File: src/rtl/rv32i_defs.sv
// -----------------------------------------------------------------------------
// rv32i_defs
// Shared RV32I load/store definitions: funct3 access-format constants, the
// lsu_ctrl state encoding and small decode helpers used by the LSU.
// -----------------------------------------------------------------------------
package rv32i_defs;

    // Load formats (ir[14:12])
    localparam logic [2:0] F3_LB  = 3'b000;
    localparam logic [2:0] F3_LH  = 3'b001;
    localparam logic [2:0] F3_LW  = 3'b010;
    localparam logic [2:0] F3_LBU = 3'b100;
    localparam logic [2:0] F3_LHU = 3'b101;

    // Store formats (ir[14:12])
    localparam logic [2:0] F3_SB  = 3'b000;
    localparam logic [2:0] F3_SH  = 3'b001;
    localparam logic [2:0] F3_SW  = 3'b010;

    typedef enum logic [2:0] {
        ST_IDLE   = 3'd0,
        ST_ISSUE0 = 3'd1,
        ST_WAIT0  = 3'd2,
        ST_ISSUE1 = 3'd3,
        ST_WAIT1  = 3'd4,
        ST_RESP   = 3'd5
    } lsu_state_t;

    // Byte-enable pattern for an access size (funct3[1:0]), before lane shift.
    function automatic logic [3:0] size_mask(input logic [1:0] size);
        case (size)
            2'b00:   return 4'b0001;
            2'b01:   return 4'b0011;
            default: return 4'b1111;
        endcase
    endfunction

    // An access is misaligned when it spills past the end of its word.
    // Bytes never spill; a halfword only spills from offset 3.
    function automatic logic is_misaligned(input logic [2:0] funct3,
                                           input logic [1:0] offset);
        case (funct3[1:0])
            2'b01:   return (offset == 2'd3);
            2'b10:   return (offset != 2'd0);
            default: return 1'b0;
        endcase
    endfunction

endpackage

File: src/rtl/ld_converter.sv
// -----------------------------------------------------------------------------
// ld_converter
// Extracts a byte/halfword/word from a 32-bit value and sign- or zero-extends
// it according to the load format.
// Ports:
//   data   - 32-bit source value
//   funct3 - load format (LB/LH/LW/LBU/LHU)
//   offset - byte offset of the field inside data
//   result - extended load value (0 for unsupported formats)
// -----------------------------------------------------------------------------
module ld_converter
    import rv32i_defs::*;
(
    input  logic [31:0] data,
    input  logic [2:0]  funct3,
    input  logic [1:0]  offset,
    output logic [31:0] result
);

    logic [31:0] shifted;

    // NOTE: every always_comb output gets a default first, so no path
    // through the case can leave it unassigned and infer a latch.
    always_comb begin
        result  = '0;
        shifted = data >> {offset, 3'b000};
        case (funct3)
            F3_LB:   result = {{24{shifted[7]}}, shifted[7:0]};
            F3_LH:   result = {{16{shifted[15]}}, shifted[15:0]};
            F3_LW:   result = shifted;
            F3_LBU:  result = {24'b0, shifted[7:0]};
            F3_LHU:  result = {16'b0, shifted[15:0]};
            default: result = '0;
        endcase
    end

endmodule

File: src/rtl/lsu_ctrl.sv
// -----------------------------------------------------------------------------
// lsu_ctrl
// Load/store unit controller. Accepts one pipeline request at a time, issues
// one or two word-aligned memory accesses (misaligned accesses are split when
// SPLIT_EN=1, rejected otherwise), merges/extends load data and reports a
// one-cycle completion pulse.
// Ports:
//   clk, rst                 - clock, asynchronous active-high reset
//   req_valid/req_ready      - request handshake (ready only when idle)
//   req_we, req_addr,
//   req_funct3, req_wdata    - request: store flag, byte address, format, data
//   resp_valid, resp_rdata,
//   resp_err                 - completion pulse, load result, illegal flag
//   mem_valid/mem_ready      - memory command handshake
//   mem_we, mem_addr,
//   mem_be, mem_wdata        - memory command (word aligned)
//   mem_rvalid, mem_rdata    - memory read return
// -----------------------------------------------------------------------------
module lsu_ctrl
    import rv32i_defs::*;
#(
    parameter bit SPLIT_EN = 1'b1
) (
    input  logic        clk,
    input  logic        rst,

    input  logic        req_valid,
    output logic        req_ready,
    input  logic        req_we,
    input  logic [31:0] req_addr,
    input  logic [2:0]  req_funct3,
    input  logic [31:0] req_wdata,

    output logic        resp_valid,
    output logic [31:0] resp_rdata,
    output logic        resp_err,

    output logic        mem_valid,
    input  logic        mem_ready,
    output logic        mem_we,
    output logic [31:0] mem_addr,
    output logic [3:0]  mem_be,
    output logic [31:0] mem_wdata,

    input  logic        mem_rvalid,
    input  logic [31:0] mem_rdata
);

    lsu_state_t state, state_d;

    // Captured request
    logic [31:0] addr_q;
    logic [2:0]  funct3_q;
    logic        we_q;
    logic        split_q;
    // Second-access lanes, prepared at acceptance
    logic [3:0]  be_hi_q;
    logic [31:0] wdata_hi_q;
    // First read word of a split load
    logic [31:0] w0_q;

    // Request decode
    logic        accept;
    logic        req_mis;
    logic        req_illegal;
    logic [63:0] lane_data;
    logic [7:0]  lane_be;

    // Load merge
    logic [63:0] merged;
    logic [31:0] conv_in;
    logic [31:0] conv_out;

    assign accept  = req_valid && req_ready;
    assign req_mis = is_misaligned(req_funct3, req_addr[1:0]);

    always_comb begin
        if (req_we)
            req_illegal = (req_funct3 > F3_SW);
        else
            req_illegal = (req_funct3 == 3'b011) || (req_funct3 == 3'b110) ||
                          (req_funct3 == 3'b111);
        if (req_mis && !SPLIT_EN)
            req_illegal = 1'b1;
    end

    // Store data and byte mask placed across a 64-bit window spanning the
    // addressed word and the next one.
    assign lane_data = {32'b0, req_wdata} << {req_addr[1:0], 3'b000};
    assign lane_be   = {4'b0, size_mask(req_funct3[1:0])} << req_addr[1:0];

    // The second word only contributes while finishing a split load; the
    // shift by the original offset already realigns the field, so the
    // converter always sees it at offset 0.
    assign merged  = (state == ST_WAIT1) ? {mem_rdata, w0_q} : {32'b0, mem_rdata};
    assign conv_in = 32'(merged >> {addr_q[1:0], 3'b000});

    ld_converter u_ld_converter (
        .data   (conv_in),
        .funct3 (funct3_q),
        .offset (2'b00),
        .result (conv_out)
    );

    // -------------------------------------------------------------------------
    // State register
    // -------------------------------------------------------------------------
    // NOTE: sequential state uses non-blocking assignments so every flop
    // samples pre-edge values regardless of statement order.
    always_ff @(posedge clk or posedge rst) begin
        if (rst)
            state <= ST_IDLE;
        else
            state <= state_d;
    end

    // -------------------------------------------------------------------------
    // Next-state logic
    // -------------------------------------------------------------------------
    always_comb begin
        state_d = state;
        case (state)
            ST_IDLE:   if (accept)     state_d = req_illegal ? ST_RESP : ST_ISSUE0;
            ST_ISSUE0: if (mem_ready)  state_d = !we_q ? ST_WAIT0 :
                                                 (split_q ? ST_ISSUE1 : ST_RESP);
            ST_WAIT0:  if (mem_rvalid) state_d = split_q ? ST_ISSUE1 : ST_RESP;
            ST_ISSUE1: if (mem_ready)  state_d = we_q ? ST_RESP : ST_WAIT1;
            ST_WAIT1:  if (mem_rvalid) state_d = ST_RESP;
            ST_RESP:                   state_d = ST_IDLE;
            default:                   state_d = ST_IDLE;
        endcase
    end

    // -------------------------------------------------------------------------
    // Datapath and registered outputs, all driven from the next state so each
    // output is valid in the same cycle as the state it belongs to.
    // -------------------------------------------------------------------------
    always_ff @(posedge clk or posedge rst) begin
        if (rst) begin
            req_ready  <= 1'b0;
            resp_valid <= 1'b0;
            resp_rdata <= '0;
            resp_err   <= 1'b0;
            mem_valid  <= 1'b0;
            mem_we     <= 1'b0;
            mem_addr   <= '0;
            mem_be     <= '0;
            mem_wdata  <= '0;
            addr_q     <= '0;
            funct3_q   <= '0;
            we_q       <= 1'b0;
            split_q    <= 1'b0;
            be_hi_q    <= '0;
            wdata_hi_q <= '0;
            w0_q       <= '0;
        end else begin
            req_ready  <= (state_d == ST_IDLE);
            mem_valid  <= (state_d == ST_ISSUE0) || (state_d == ST_ISSUE1);
            resp_valid <= (state_d == ST_RESP);
            // Response payload is cleared every cycle and only loaded on the
            // transition into RESP, so stores and errors report zero data.
            resp_rdata <= '0;
            resp_err   <= 1'b0;

            if (accept) begin
                addr_q     <= req_addr;
                funct3_q   <= req_funct3;
                we_q       <= req_we;
                split_q    <= req_mis;
                resp_err   <= req_illegal;
                be_hi_q    <= req_we ? lane_be[7:4] : 4'hF;
                wdata_hi_q <= lane_data[63:32];
                if (!req_illegal) begin
                    mem_we    <= req_we;
                    mem_addr  <= {req_addr[31:2], 2'b00};
                    mem_be    <= req_we ? lane_be[3:0] : 4'hF;
                    mem_wdata <= lane_data[31:0];
                end
            end

            if (state_d == ST_ISSUE1 && state != ST_ISSUE1) begin
                mem_addr  <= {addr_q[31:2], 2'b00} + 32'd4;
                mem_be    <= be_hi_q;
                mem_wdata <= wdata_hi_q;
            end

            if (state == ST_WAIT0 && mem_rvalid)
                w0_q <= mem_rdata;

            if ((state == ST_WAIT0 || state == ST_WAIT1) && state_d == ST_RESP)
                resp_rdata <= conv_out;
        end
    end

endmodule

File: config.mk
export PLATFORM = sky130hd
export DESIGN_NAME = lsu_ctrl
export DESIGN_NICKNAME = d
export VERILOG_FILES = /design/src/rtl/rv32i_defs.sv /design/src/rtl/ld_converter.sv /design/src/rtl/lsu_ctrl.sv
export SDC_FILE = /design/constraint.sdc
export NUM_CORES = 1
export LEC_CHECK = 0
export BUFFER_PORTS_ARGS = -buffer_cell sky130_fd_sc_hd__buf_2
export CORE_MARGIN = 2
export CORE_UTILIZATION = 40
export DETAILED_ROUTE_END_ITERATION = 8
export GPL_TIMING_DRIVEN = 0
export MAX_ROUTING_LAYER = met4
export PLACE_DENSITY = 0.62
export SYNTH_ARGS = -nofsm -noshare
export SYNTH_HDL_FRONTEND = slang
export SYNTH_SLANG_ARGS = --single-unit
File: constraint.sdc
create_clock -name clk -period 18.25 [get_ports clk]
set_input_delay 0.9125 -clock clk [delete_from_list [all_inputs] [get_ports clk]]
set_output_delay 0.9125 -clock clk [all_outputs]
set_load 0.02 [all_outputs]
==> results of run 1 <==
[stage by stage]
stage | cells | hold WS (ns) | worst slack, ns | util (%)
final | 1653 | 0.480 | 15.27 | 49.7
after global routing | 1653 | 0.507 | 15.19 | 49.7
after CTS | 1648 | 0.484 | 15.33 | 49.7
after detailed placement | 1607 | 0.465 | 14.77 | 46.4
after global placement | 1606 | 0.460 | 9.30 | 46.3
after floorplan | 1066 | 0.445 | 11.80 | -
[layer usage]
metal  vias to the layer above  part of all wire (%)  wire length [µm]
met3                        58                   7.5              2450
met1                      4400                    45             14900
met4                         0                   2.5               826
met5                         -                     0                 0
li1                       4222                     -                 -
met2                       338                    45             14600
[power by group through the flow]
stage	sequential [mW]	combinational [mW]	clock, mW
2_1_floorplan	0.844	0.497	0
3_3_place_gp	0.768	0.837	0
3_5_place_dp	0.772	0.849	0
4_1_cts	0.767	0.853	0.533
5_1_grt	0.793	0.931	0.551
6_report	0.768	0.849	0.524
[path summary, 6_finish.rpt]
| path | endpoint | slack (ns) | depth (start not counted) |
|---|---|---|---|
| max in group asynchronous | addr_q[5] | 16.74 | 3 |
| setup reg to reg | mem_wdata[14] | 15.57 | 6 |
| hold reg to reg | wdata_hi_q[0] | 0.48 | 2 |
| setup / recovery | mem_addr[2] | 15.27 | 10 |
| hold / removal | wdata_hi_q[0] | 0.48 | 2 |
| min in group asynchronous | mem_wdata[3] | 0.62 | 2 |
[Yosys cell counts, types with 3 or more instances]
library cell    n
a21oi_2        10
nand3_1        23
a22o_1          8
buf_4           3
or3_1           9
ha_1            6
a32oi_1         7
buf_2          14
and4_1          5
dfrtp_1       203
a221oi_1        9
nor3_1         10
clkbuf_1       55
a31oi_1        27
a211o_1         7
mux2i_1       109
a21oi_1        40
nor2_1         72
nor2b_1        12
and3_1          9
buf_1           7
a22oi_1        15
nand4_1         6
o31ai_1         9
nor4_1          4
xnor2_1        23
xor2_1          5
inv_1          13
nand2_1       208
mux4_2         10
o21ai_0        39
mux2_2         56
nand2b_1        5
[layout by cell type (no fill, tap or decap), types with 4 or more instances in the layout]
| master | count |
|---|---|
| buf_1 | 7 |
| buf_2 | 219 |
| bufinv_16 | 6 |
| a32oi_1 | 7 |
| ha_1 | 6 |
| clkinvlp_4 | 4 |
| nand3_1 | 23 |
| a221oi_1 | 9 |
| nor2_1 | 72 |
| o21ai_0 | 39 |
| dfrtp_1 | 203 |
| a31oi_1 | 27 |
| xor2_1 | 5 |
| clkbuf_1 | 57 |
| nand4_1 | 6 |
| diode_2 | 5 |
| inv_1 | 12 |
| nor3_1 | 10 |
| mux2_2 | 56 |
| nor2b_1 | 12 |
| a22oi_1 | 15 |
| and3_1 | 9 |
| nand2_1 | 208 |
| a21oi_2 | 10 |
| a21oi_1 | 40 |
| mux2i_1 | 109 |
| a22o_1 | 8 |
| nand2b_1 | 5 |
| o31ai_1 | 9 |
| nor4_1 | 4 |
| a211o_1 | 7 |
| mux4_2 | 10 |
| xnor2_1 | 23 |
| clkbuf_16 | 23 |
| or3_1 | 9 |
| and4_1 | 5 |
[registers in the layout, indices dropped and copies added (netlist names), 3 cells and up]
| name | flops |
|---|---|
| state | 3 |
| mem_be | 4 |
| be_hi_q | 4 |
| wdata_hi_q | 24 |
| resp_rdata | 32 |
| w0_q | 32 |
| mem_addr | 30 |
| funct3_q | 3 |
| mem_wdata | 32 |
| addr_q | 32 |
[area by class of cell]
| type | count | area (µm²) | share of cell area (%) |
|---|---|---|---|
| clock inverter | 13 | 231 | 1.79 |
| inverter | 13 | 56.3 | 0.434 |
| antenna | 5 | 12.5 | 0.0965 |
| buffer | 80 | 337 | 2.60 |
| sequential | 203 | 5080 | 39.2 |
| clock buffer | 28 | 624 | 4.82 |
| multi-input combinational | 770 | 5150 | 39.7 |
| timing repair buffer | 206 | 1050 | 8.13 |
| tap | 335 | 419 | 3.23 |
[worst max-delay path: cells and delay by family]
kind / cells / cell delay, ns
fa+ha+maj: 1 / 0.26
compound gates: 1 / 0.27
mux: 2 / 0.35
simple gates: 2 / 0.40
buf+inv: 4 / 1.15
[cell families (layout without fill, tap and decap cells)]
family | Yosys count | after routing | synth area share (%)
XOR/XNOR | 28 | 28 | 2.31
adder cells (fa/ha/maj) | 6 | 6 | 0.708
other | 1 | 7 | 0.0353
multiplexers | 175 | 175 | 18.4
flip-flops | 203 | 203 | 47.9
AND/OR/NAND/NOR | 372 | 372 | 15.3
buffers and inverters | 93 | 340 | 3.63
AO/OA/AOI/OAI | 187 | 187 | 11.8
==> results.txt, run 1 <==
----------------------------------------------------
[Pwr]
  Total net switching power ... between 0.8 and 0.9 mW
  PD cells ... between 150 and 200 nW/µm²
  Fraction of power consumed by the clock network ... about a quarter
  Sw Share ... 39.0%
  Fraction of power consumed by sequential logic ... 35.9%
  Highest ir drop seen on vdd ... ~0.088 mV
  Pleak ... about 6.2 nW
  Combinational share of power ... 39.7%
  Total power draw ... between 2 and 2.5 mW
  Int Power ... ~1.3 mW

[Clock tree]
  Buffer cell driving the clock tree root ... clkbuf_16
  Maximum number of buffers from clock root to sink ... 3
  Register clock-pin slew on the reported worst setup and hold paths ... about 0.060 ns
  Cts hold-fix bufs ... 0
  H-tree levels ... 1
  Clock tree from TritonCTS ... built
  Number of sinks handled by clock tree synthesis ... roughly 200
  Cts repair resizes ... 0
  Num CTS Buffers ... 23
  Postcts setup bufs ... 0
  Clock insertion delay at the later pin of the skew report ... 0.51 ns

[Synth]
  Cell types occupying the most area after synthesis ... dfrtp_1, mux2i_1, nand2_1
  Sequential cell area fraction in the yosys report ... ~48%
  Mean area per synthesized cell ... roughly 10 µm²
  Cell count after synthesis ... approximately 1100
  Library cells used by synthesis ... 55
  Synthesized cell area ... between 10000 and 15000 µm²
  Leading area contributor after synthesis ... dfrtp_1
  Flip-flop cell with the highest count after synthesis ... dfrtp_1
  Number of warnings reported in the yosys synthesis log ... 0
  Async set-reset flop share out of synthesis ... 100%
  Post-synth EDFFs ... 0
  Share of Yosys cell area claimed by the top area cell type ... a little under half
  Flip-flop and latch count after synthesis ... between 200 and 250

[Placement]
  Placer's final routability congestion estimate ... approximately 0.94
  Placed cell areas ... 12100 µm²
  Post-DP HPWL ... around 24000 µm
  IO Port Bufs ... between 200 and 250

[STA]
  Unrepaired setup endpoints after global routing ... no
  Setup TNS ... 0 ns
  Final number of hold-violating endpoints ... 0
  Count of final max-slew check failures ... 0
  Final Setup Violations ... 0
  Slew Limit Headroom ... between 20% and 30%
  Slew of the pin with the lowest slew margin ... 1.11 ns
  Final min period ... a little under 3 ns
  Maximum achievable frequency ... 0.336 GHz
  Period utilization ... between 10% and 20%
  Worst clock skew on the final layout ... between 0.015 and 0.02 ns

[Routing]
  Iteration count of the initial detailed-routing pass ... 5
  DRT antenna net count ... 0
  Via count ... roughly 9000
  Average via count per standard cell ... 5.46
  Drt first-iter violations ... 494
  Routed wirelength normalized by instance count ... roughly 20 µm
  Final Routed Wirelength ... roughly 33000 µm
  DRC violation count after routing ... 0

[Worst setup path]
  R2R Path Start ... state[0]
  Worst-path fanout max ... 10
  Worst setup EP type ... flop
  Highest-delay cell along the critical path ... clkbuf_1
  Maximum single-stage delay on the critical path ... between 0.6 and 0.7 ns
  Arrival time of data at the critical path endpoint ... between 3 and 4 ns
  Setup crit start kind ... primary input
  Cell chain of the critical path ... buf_2 > inv_1 > ha_1 > nand2b_1 > a31o_2 > nand3_1 > buf_2 > clkbuf_1 > mux2i_1 > mux2i_1
  Worst setup path startpoint ... req_funct3[0]
  Required time of the worst setup path ... 18.61 ns
  Type of the worst setup path ... in -> reg

[Layout]
  Post-Layout Inst Area ... between 10000 and 15000 µm²
  Area growth, synth to finish ... 22.2%
  Layout cell share with drive strength beyond 1 ... around a quarter
  Final-stage net count ... 1408
  Filler cell count ... roughly 2500

[GRT]
  Pin count of the biggest net entering global routing ... 127
  Met2 demand-to-capacity share in global routing ... between 30% and 40%
  Initial antenna violation count ... 5
  Overall fraction of global-route tracks in use ... roughly a quarter
  Global-route congestion overflow total ... 0
  Via count of the first global-routing pass ... approximately 9100
  First-pass GRT wire length ... about 51000 µm
  Global routing usage on met1 ... 32.6%
  Routing layer with the top usage in global route ... met2
  Met3 Usage GRT ... approximately 5.3%

[Run status]
  Result of the run ... complete, no violations

[Die]
  Starting Density ... roughly 41%
  Floorplan core area ... 26100 µm²
  Cell row count ... a little under 60
  Die outline area ... approximately 28000 µm²
  Width of the chip ... between 150 and 200 µm
  Boundary Pins ... 210
  Die extent in y ... ~170 µm

[Hold path]
  Worst hold path startpoint ... wdata_hi_q[0]
  Kind of path behind the tightest hold check ... reg -> reg

[Job]
  Max Cap Violations ... 0

----------------------------------------------------
Note: power is estimated with default switching activity, not from simulation.
==> run 2, diff against run 1 <==
--- a/config.mk
+++ b/config.mk
@@ -11,7 +11,7 @@
 export DETAILED_ROUTE_END_ITERATION = 8
 export GPL_TIMING_DRIVEN = 0
 export MAX_ROUTING_LAYER = met4
-export PLACE_DENSITY = 0.62
+export PLACE_DENSITY = 0.64
 export SYNTH_ARGS = -nofsm -noshare
 export SYNTH_HDL_FRONTEND = slang
 export SYNTH_SLANG_ARGS = --single-unit
==> constraint.sdc (replaced) <==
create_clock -name clk -period 2.4 [get_ports clk]
set_input_delay 0.12 -clock clk [delete_from_list [all_inputs] [get_ports clk]]
set_output_delay 0.12 -clock clk [all_outputs]
set_load 0.02 [all_outputs]
==> results.txt, run 2 (synthesis gave the netlist of run 1 again) <==
----------------------------------------------------
[Run status]
  Result of the run ... complete, no violations

[Layout]
  Layout cell share with drive strength beyond 1 ... 26.3% (-0.077 points)
  Top library cells by usage in the layout, fill and taps aside ... buf_2, nand2_1, dfrtp_1
  Multi-input gate area in the final layout ... 5150 µm² (+0.12%)
  Most common library cell in the layout ignoring fill and taps ... buf_2
  Filler cell count ... 2354 (-4.9%)
  Area growth, synth to finish ... 31.5%
  Final-stage net count ... 1506 (+7.0%)
  Number of cells in the finished layout apart from fillers ... 1748 (+5.7%)
  Sequential cell area ... 5080 µm² (about the same)
  Final core utilization ... 53.6% (+3.8 points)

[Die]
  Floorplan core area ... 26100 µm² (unchanged)
  Width of the chip ... 167 µm (unchanged)
  Die extent in y ... 167 µm (unchanged)
  Boundary Pins ... 210 (unchanged)
  Die outline area ... 27800 µm² (unchanged)
  Starting Density ... 40.7% (unchanged)
  Cell row count ... 59 (unchanged)

[Pwr]
  Fraction of power consumed by the clock network ... 23.5% (-1.0 points)
  Int Power ... 9.91 mW (+660%)
  Combinational share of power ... 40.9% (+1.2 points)
  Sw Share ... 39.6% (+0.58 points)
  Pleak ... 6.69 nW (+7.5%)
  Total net switching power ... 6.50 mW (+680%)
  PD cells ... 1180 nW/µm² (+610%)
  Total power draw ... 16.4 mW (+670%)
  Highest ir drop seen on vdd ... 0.754 mV (+760%)
  Fraction of power consumed by sequential logic ... 35.6% (-0.3 points)

[GRT]
  Pin count of the biggest net entering global routing ... 42 (-67%)
  Initial antenna violation count ... 1 (-4)
  Overall fraction of global-route tracks in use ... 24.6% (+0.74 points)
  First-pass GRT wire length ... 53200 µm (+3.4%)
  Via count of the first global-routing pass ... 9556 (+5.2%)
  Global-route congestion overflow total ... 0 (unchanged)

[STA]
  Final number of hold-violating endpoints ... 0 (unchanged)
  Unrepaired setup endpoints after global routing ... yes
  Count of final max-slew check failures ... 0 (unchanged)
  Final Setup Violations ... 0 (unchanged)
  Slew of the pin with the lowest slew margin ... 0.831 ns (-0.274 ns)
  Setup TNS ... 0 ns (unchanged)
  Worst clock skew on the final layout ... 0.0104 ns (-0.00529 ns)
  Final min period ... approximately 2.3 ns
  Maximum achievable frequency ... around 0.43 GHz
  Slew Limit Headroom ... 44.6% (+18 points)
  Period utilization ... between 90% and 100%

[Worst setup path]
  CP Capture Point ... resp_rdata[20]
  R2R Path Start ... state[1]
  Required time of the worst setup path ... 2.83 ns (-15.78 ns)
  Worst-path fanout max ... 10 (unchanged)
  Worst reg-to-reg path cell count ... 6 (unchanged)
  Worst setup path startpoint ... state[1]
  Setup crit start kind ... flop
  Arrival time of data at the critical path endpoint ... 2.73 ns (-0.61 ns)
  Worst setup EP type ... flop
  Type of the worst setup path ... reg -> reg
  Capturing point of the worst reg2reg path ... resp_rdata[20]
  R2R Setup Slk ... 0.10 ns (-15.47 ns)

[Routing]
  Average via count per standard cell ... 5.45 (about the same)
  DRT antenna net count ... 0 (unchanged)
  Final Routed Wirelength ... 34200 µm (+4.6%)
  Drt first-iter violations ... 751 (+52%)
  DRC violation count after routing ... 0 (unchanged)
  Routed wirelength normalized by instance count ... 19.6 µm (-1.1%)
  Iteration count of the initial detailed-routing pass ... 5 (unchanged)
  Via count ... 9529 (+5.7%)

[Placement]
  Post-DP HPWL ... 24500 µm (+1.9%)
  IO Port Bufs ... 205 (unchanged)
  Placer's final routability congestion estimate ... 0.929 (-1.4%)
  Placed Cells ... 1611 (+0.25%)

[Clock tree]
  Clock insertion delay at the later pin of the skew report ... 0.52 ns (about the same)
  Number of sinks handled by clock tree synthesis ... 203 (unchanged)
  Clock tree from TritonCTS ... built
  Buffer cell driving the clock tree root ... clkbuf_16
  Num CTS Buffers ... 24 (+4.3%)
  H-tree levels ... 1 (unchanged)
  Register clock-pin slew on the reported worst setup and hold paths ... 0.06 ns (about the same)
  Maximum number of buffers from clock root to sink ... 3 (unchanged)

[Job]
  Max Cap Violations ... 0 (unchanged)

[Hold path]
  Kind of path behind the tightest hold check ... in -> reg

----------------------------------------------------
run 2: changes by cell type in the layout (fill, tap and decap cells not counted), moves of 2 or more:
cell	previous run	this run
clkbuf_4	0	3
buf_4	3	5
clkbuf_1	57	43
clkinv_2	2	8
clkbuf_2	0	14
diode_2	5	1
buf_2	219	216
dlygate4sd3_1	0	91
buf_12	0	5
clkinvlp_4	4	2
clkbuf_16	23	25
bufinv_16	6	3
run 2: layer usage:
layer | wire length [µm] | share of wire (%) | global-route usage [%] | vias to the layer above
met5 | 0 | 0 | - | -
met4 | 928 | 2.7 | 7.12 | 0
met2 | 15600 | 46 | 37.4 | 400
met3 | 2580 | 7.5 | 4.47 | 66
li1 | - | - | - | 4411
met1 | 15100 | 44 | 33.7 | 4652
run 2: worst min-delay path by stage:
stage,slack (ns),startpoint,cells after the start,endpoint
3_5_place_dp,0.29,rst,2,mem_wdata[27]
3_3_place_gp,0.33,req_addr[25],3,addr_q[25]
2_1_floorplan,0.23,req_addr[10],2,addr_q[10]
6_report,0.01,req_wdata[16],3,wdata_hi_q[0]
4_1_cts,0.0003,req_wdata[16],3,wdata_hi_q[0]
5_1_grt,0.06,req_wdata[8],3,mem_wdata[16]
run 2: power by group through the flow:
stage	registers, mW	logic [mW]	clock network [mW]
CTS	5.82	6.66	3.92
global route	6.02	7.30	4.08
global placement	5.82	6.38	0
detailed placement	5.86	6.49	0
finish	5.84	6.71	3.86
floorplan	6.42	3.78	0
run 2: cell type report:
cell class                 instances  share of cell area [%]
clock inverter                    13                    1.07
multi-input combinational        770                    36.9
tap                              335                    3.00
buffer                            80                    2.59
antenna                            1                  0.0179
clock buffer                      30                    4.90
inverter                          13                   0.377
timing repair buffer             303                    14.7
sequential                       203                    36.4
run 2: repair_timing:
action | CTS | global route
hold endpoints to repair | 150 | 0
pin swaps | 0 | 1
endpoints found under the setup margin | 76 | 97
cloned | 0 | 0
resized for setup | 4 | 25
hold buffers | 91 | 0
buffers inserted | 1 | 1
run 2: worst max-delay path: stages (launching register included):
cell and delay (ns):
dfrtp_1 0.44, buf_2 0.21, or3_1 0.37, a211oi_1 0.37, o211ai_1 0.27, clkbuf_1 0.35
a21oi_1 0.20
run 2: stage by stage:
stage	worst slack, ns	instance area, µm²	hold slack (ns)
after floorplan	-0.350	10600	0.225
after global placement	-1.70	12100	0.332
after detailed placement	-0.313	12200	0.294
after CTS	0.0189	13900	0.000287
after global routing	-0.00105	14000	0.0635
final	0.101	14000	0.0136
==> run 3, diff against run 2 <==
--- a/config.mk
+++ b/config.mk
@@ -6,7 +6,6 @@
 export NUM_CORES = 1
 export LEC_CHECK = 0
 export BUFFER_PORTS_ARGS = -buffer_cell sky130_fd_sc_hd__buf_2
-export CORE_MARGIN = 2
 export CORE_UTILIZATION = 40
 export DETAILED_ROUTE_END_ITERATION = 8
 export GPL_TIMING_DRIVEN = 0
==> results.txt, run 3 (synthesis gave the netlist of run 1 again) <==
----------------------------------------------------
[Run status]
  Result of the run ... complete, no violations

[Worst setup path]
  Cell chain of the critical path ... dlygate4sd3_1 > buf_2 > nor2_1 > a31o_2 > nand3_1 > buf_2 > clkbuf_1 > nand2_1 > a31oi_1
  Maximum single-stage delay on the critical path ... 0.54 ns (+0.10 ns)
  Setup crit start kind ... primary input
  Top Family by Delay on Critical Path ... buffers and inverters
  Arrival time of data at the critical path endpoint ... 2.69 ns (-0.04 ns)
  Worst-path fanout max ... 10 (unchanged)
  Required time of the worst setup path ... 2.82 ns (about the same)
  Worst reg-to-reg path cell count ... 7 (+1)
  Capturing point of the worst reg2reg path ... resp_rdata[20]
  R2R Setup Slk ... 0.18 ns (+0.08 ns)
  Highest-delay cell along the critical path ... dlygate4sd3_1
  Most used cell, CP ... buf_2
  Crit path buf inv count ... 4 (+2)
  Worst setup EP type ... flop
  Type of the worst setup path ... in -> reg
  R2R Path Start ... state[2]

[STA]
  Count of final max-slew check failures ... 0 (unchanged)
  Slew Limit Headroom ... 48.1% (+3.5 points)
  Final min period ... 2.27 ns (-0.0331 ns)
  Worst hold slack across all endpoints ... 0.0502 ns (+0.0366 ns)
  Min setup slack post-route ... 0.134 ns (+0.0331 ns)
  Slew of the pin with the lowest slew margin ... 0.779 ns (-0.0522 ns)
  Final number of hold-violating endpoints ... 0 (unchanged)
  Maximum achievable frequency ... 0.441 GHz (+1.5%)
  Period utilization ... 94.4% (-1.4 points)
  Unrepaired setup endpoints after global routing ... no
  Worst clock skew on the final layout ... 0.0121 ns (+0.00175 ns)
  Final Setup Violations ... 0 (unchanged)

[GRT]
  Routing layer with the top usage in global route ... met2
  Met2 demand-to-capacity share in global routing ... 39.8% (+2.4 points)
  Overall fraction of global-route tracks in use ... 25.7% (+1.1 points)
  First-pass GRT wire length ... 52300 µm (-1.8%)
  Global routing usage on met1 ... 34.7% (+1.0 points)
  Met3 Usage GRT ... 4.27% (-0.20 points)
  Global-route congestion overflow total ... 0 (unchanged)
  Initial antenna violation count ... 1 (unchanged)
  Pin count of the biggest net entering global routing ... 46 (+9.5%)
  Via count of the first global-routing pass ... 9300 (-2.7%)

[Die]
  Boundary Pins ... 210 (unchanged)
  Die extent in y ... 165 µm (-1.2%)
  Width of the chip ... 165 µm (-1.2%)
  Floorplan core area ... 26100 µm² (unchanged)
  Starting Density ... 40.7% (unchanged)
  Die outline area ... 27200 µm² (-2.4%)
  Cell row count ... 59 (unchanged)

[Layout]
  Area growth, synth to finish ... 31.6% (about the same)
  Final core utilization ... 53.6% (about the same)
  Post-Layout Inst Area ... 14000 µm² (about the same)
  Layout cell share with drive strength beyond 1 ... 26.3% (unchanged)
  Most common library cell in the layout ignoring fill and taps ... buf_2
  Filler cell count ... 2354 (unchanged)
  Top library cells by usage in the layout, fill and taps aside ... buf_2, nand2_1, dfrtp_1
  Final-stage net count ... 1508 (+0.13%)

[Clock tree]
  Register clock-pin slew on the reported worst setup and hold paths ... 0.06 ns (about the same)
  Buffer cell driving the clock tree root ... clkbuf_16
  Clock insertion delay at the later pin of the skew report ... 0.51 ns (about the same)
  H-tree levels ... 1 (unchanged)
  Maximum number of buffers from clock root to sink ... 3 (unchanged)
  Clock tree from TritonCTS ... built
  Num CTS Buffers ... 23 (-4.2%)
  Number of sinks handled by clock tree synthesis ... 203 (unchanged)

[Pwr]
  Total power draw ... 16.3 mW (-0.88%)
  Pleak ... 6.67 nW (-0.27%)
  PD cells ... 1170 nW/µm² (-0.89%)
  Highest ir drop seen on vdd ... 0.708 mV (-6.1%)

[Routing]
  Via count ... 9366 (-1.7%)
  DRT antenna net count ... 0 (unchanged)
  DRC violation count after routing ... 0 (unchanged)
  Iteration count of the initial detailed-routing pass ... 5 (unchanged)
  Average via count per standard cell ... 5.36 (-1.8%)
  Drt first-iter violations ... 641 (-15%)
  Routed wirelength normalized by instance count ... 19.3 µm (-1.7%)
  Final Routed Wirelength ... 33700 µm (-1.6%)

[Placement]
  Placed cell areas ... 12200 µm² (unchanged)
  Post-DP HPWL ... 24100 µm (-1.6%)
  Placer's final routability congestion estimate ... 0.949 (+2.2%)
  Placement-stage worst setup slack ... -0.379 ns (-0.0658 ns)
  IO Port Bufs ... 205 (unchanged)

[Hold path]
  Endpoint of the worst hold-timing path ... state[1]
  Worst hold path startpoint ... mem_rvalid
  Kind of path behind the tightest hold check ... in -> reg
  Hold path cells ... 4 (+1)

[Job]
  Max Cap Violations ... 0 (unchanged)

----------------------------------------------------
## run 3: changes by cell type in the layout (fill, tap and decap cells not counted), sizes merged
cell	previous run	this run
inv	13	12
clkinv	8	7
bufinv	3	4
clkinvlp	2	4
diode	1	2
clkbuf	89	86
dlygate4sd3	91	92
buf	233	234
## run 3: worst min-delay path, delay by kind of cell
kind	cells	cell delay (ns)
AND/OR/NAND/NOR	2	0.14
AO/OA/AOI/OAI	1	0.14
buffers and inverters	1	0.11
## run 3: report_power, final
part	switching [mW]	total (mW)	leakage (nW)	internal, mW
registers	1.01	5.86	2.57	4.84
clock network	1.44	3.68	0.383	2.24
logic	3.97	6.72	3.72	2.75
total	6.43	16.3	6.67	9.84
## run 3: through the flow
step                      TNS, ns  std cells
after CTS                       0       1746
after floorplan            -71.11       1066
final                           0       1749
after global routing            0       1748
after detailed placement   -13.34       1611
after global placement    -348.14       1606
## run 3: worst max-delay path by stage
stage | endpoint | start | slack (ns) | cells after the start
2_1_floorplan | addr_q[0] | rst | -0.35 | 1
3_5_place_dp | mem_be[1] | state[0] | -0.38 | 6
5_1_grt | mem_addr[4] | req_we | 0.003 | 9
4_1_cts | resp_rdata[22] | addr_q[1] | 0.05 | 6
6_report | mem_addr[4] | req_we | 0.13 | 9
3_3_place_gp | mem_addr[15] | rst | -1.66 | 2
## run 3: per-layer routing
metal  share of wire (%)  wire length [µm]  vias up
met2                  46             15500      360
met1                  45             15100     4531
met4                 2.4               821        0
met3                 6.9              2320       57
li1                    -                 -     4418
met5                   0                 0        -
## run 3: what timing repair did
action | in CTS | in global routing
cloned | 0 | 0
pin swaps | 0 | 1
endpoints found under the setup margin | 84 | 85
gates resized for setup | 7 | 21
setup buffers | 3 | 1
endpoints found under the hold margin | 144 | 0
hold buffers | 92 | 0
## run 3: final cells by class
type | instances | area [µm²] | share of cell area (%)
Buffer | 80 | 363 | 2.60
Inverter | 13 | 52.6 | 0.377
Sequential cell | 203 | 5080 | 36.4
Clock inverter | 14 | 178 | 1.27
Tap cell | 335 | 419 | 3.00
Clock buffer | 26 | 607 | 4.35
Timing Repair Buffer | 306 | 2080 | 14.9
Multi-Input combinational cell | 770 | 5170 | 37.1
Antenna cell | 2 | 5.00 | 0.0359
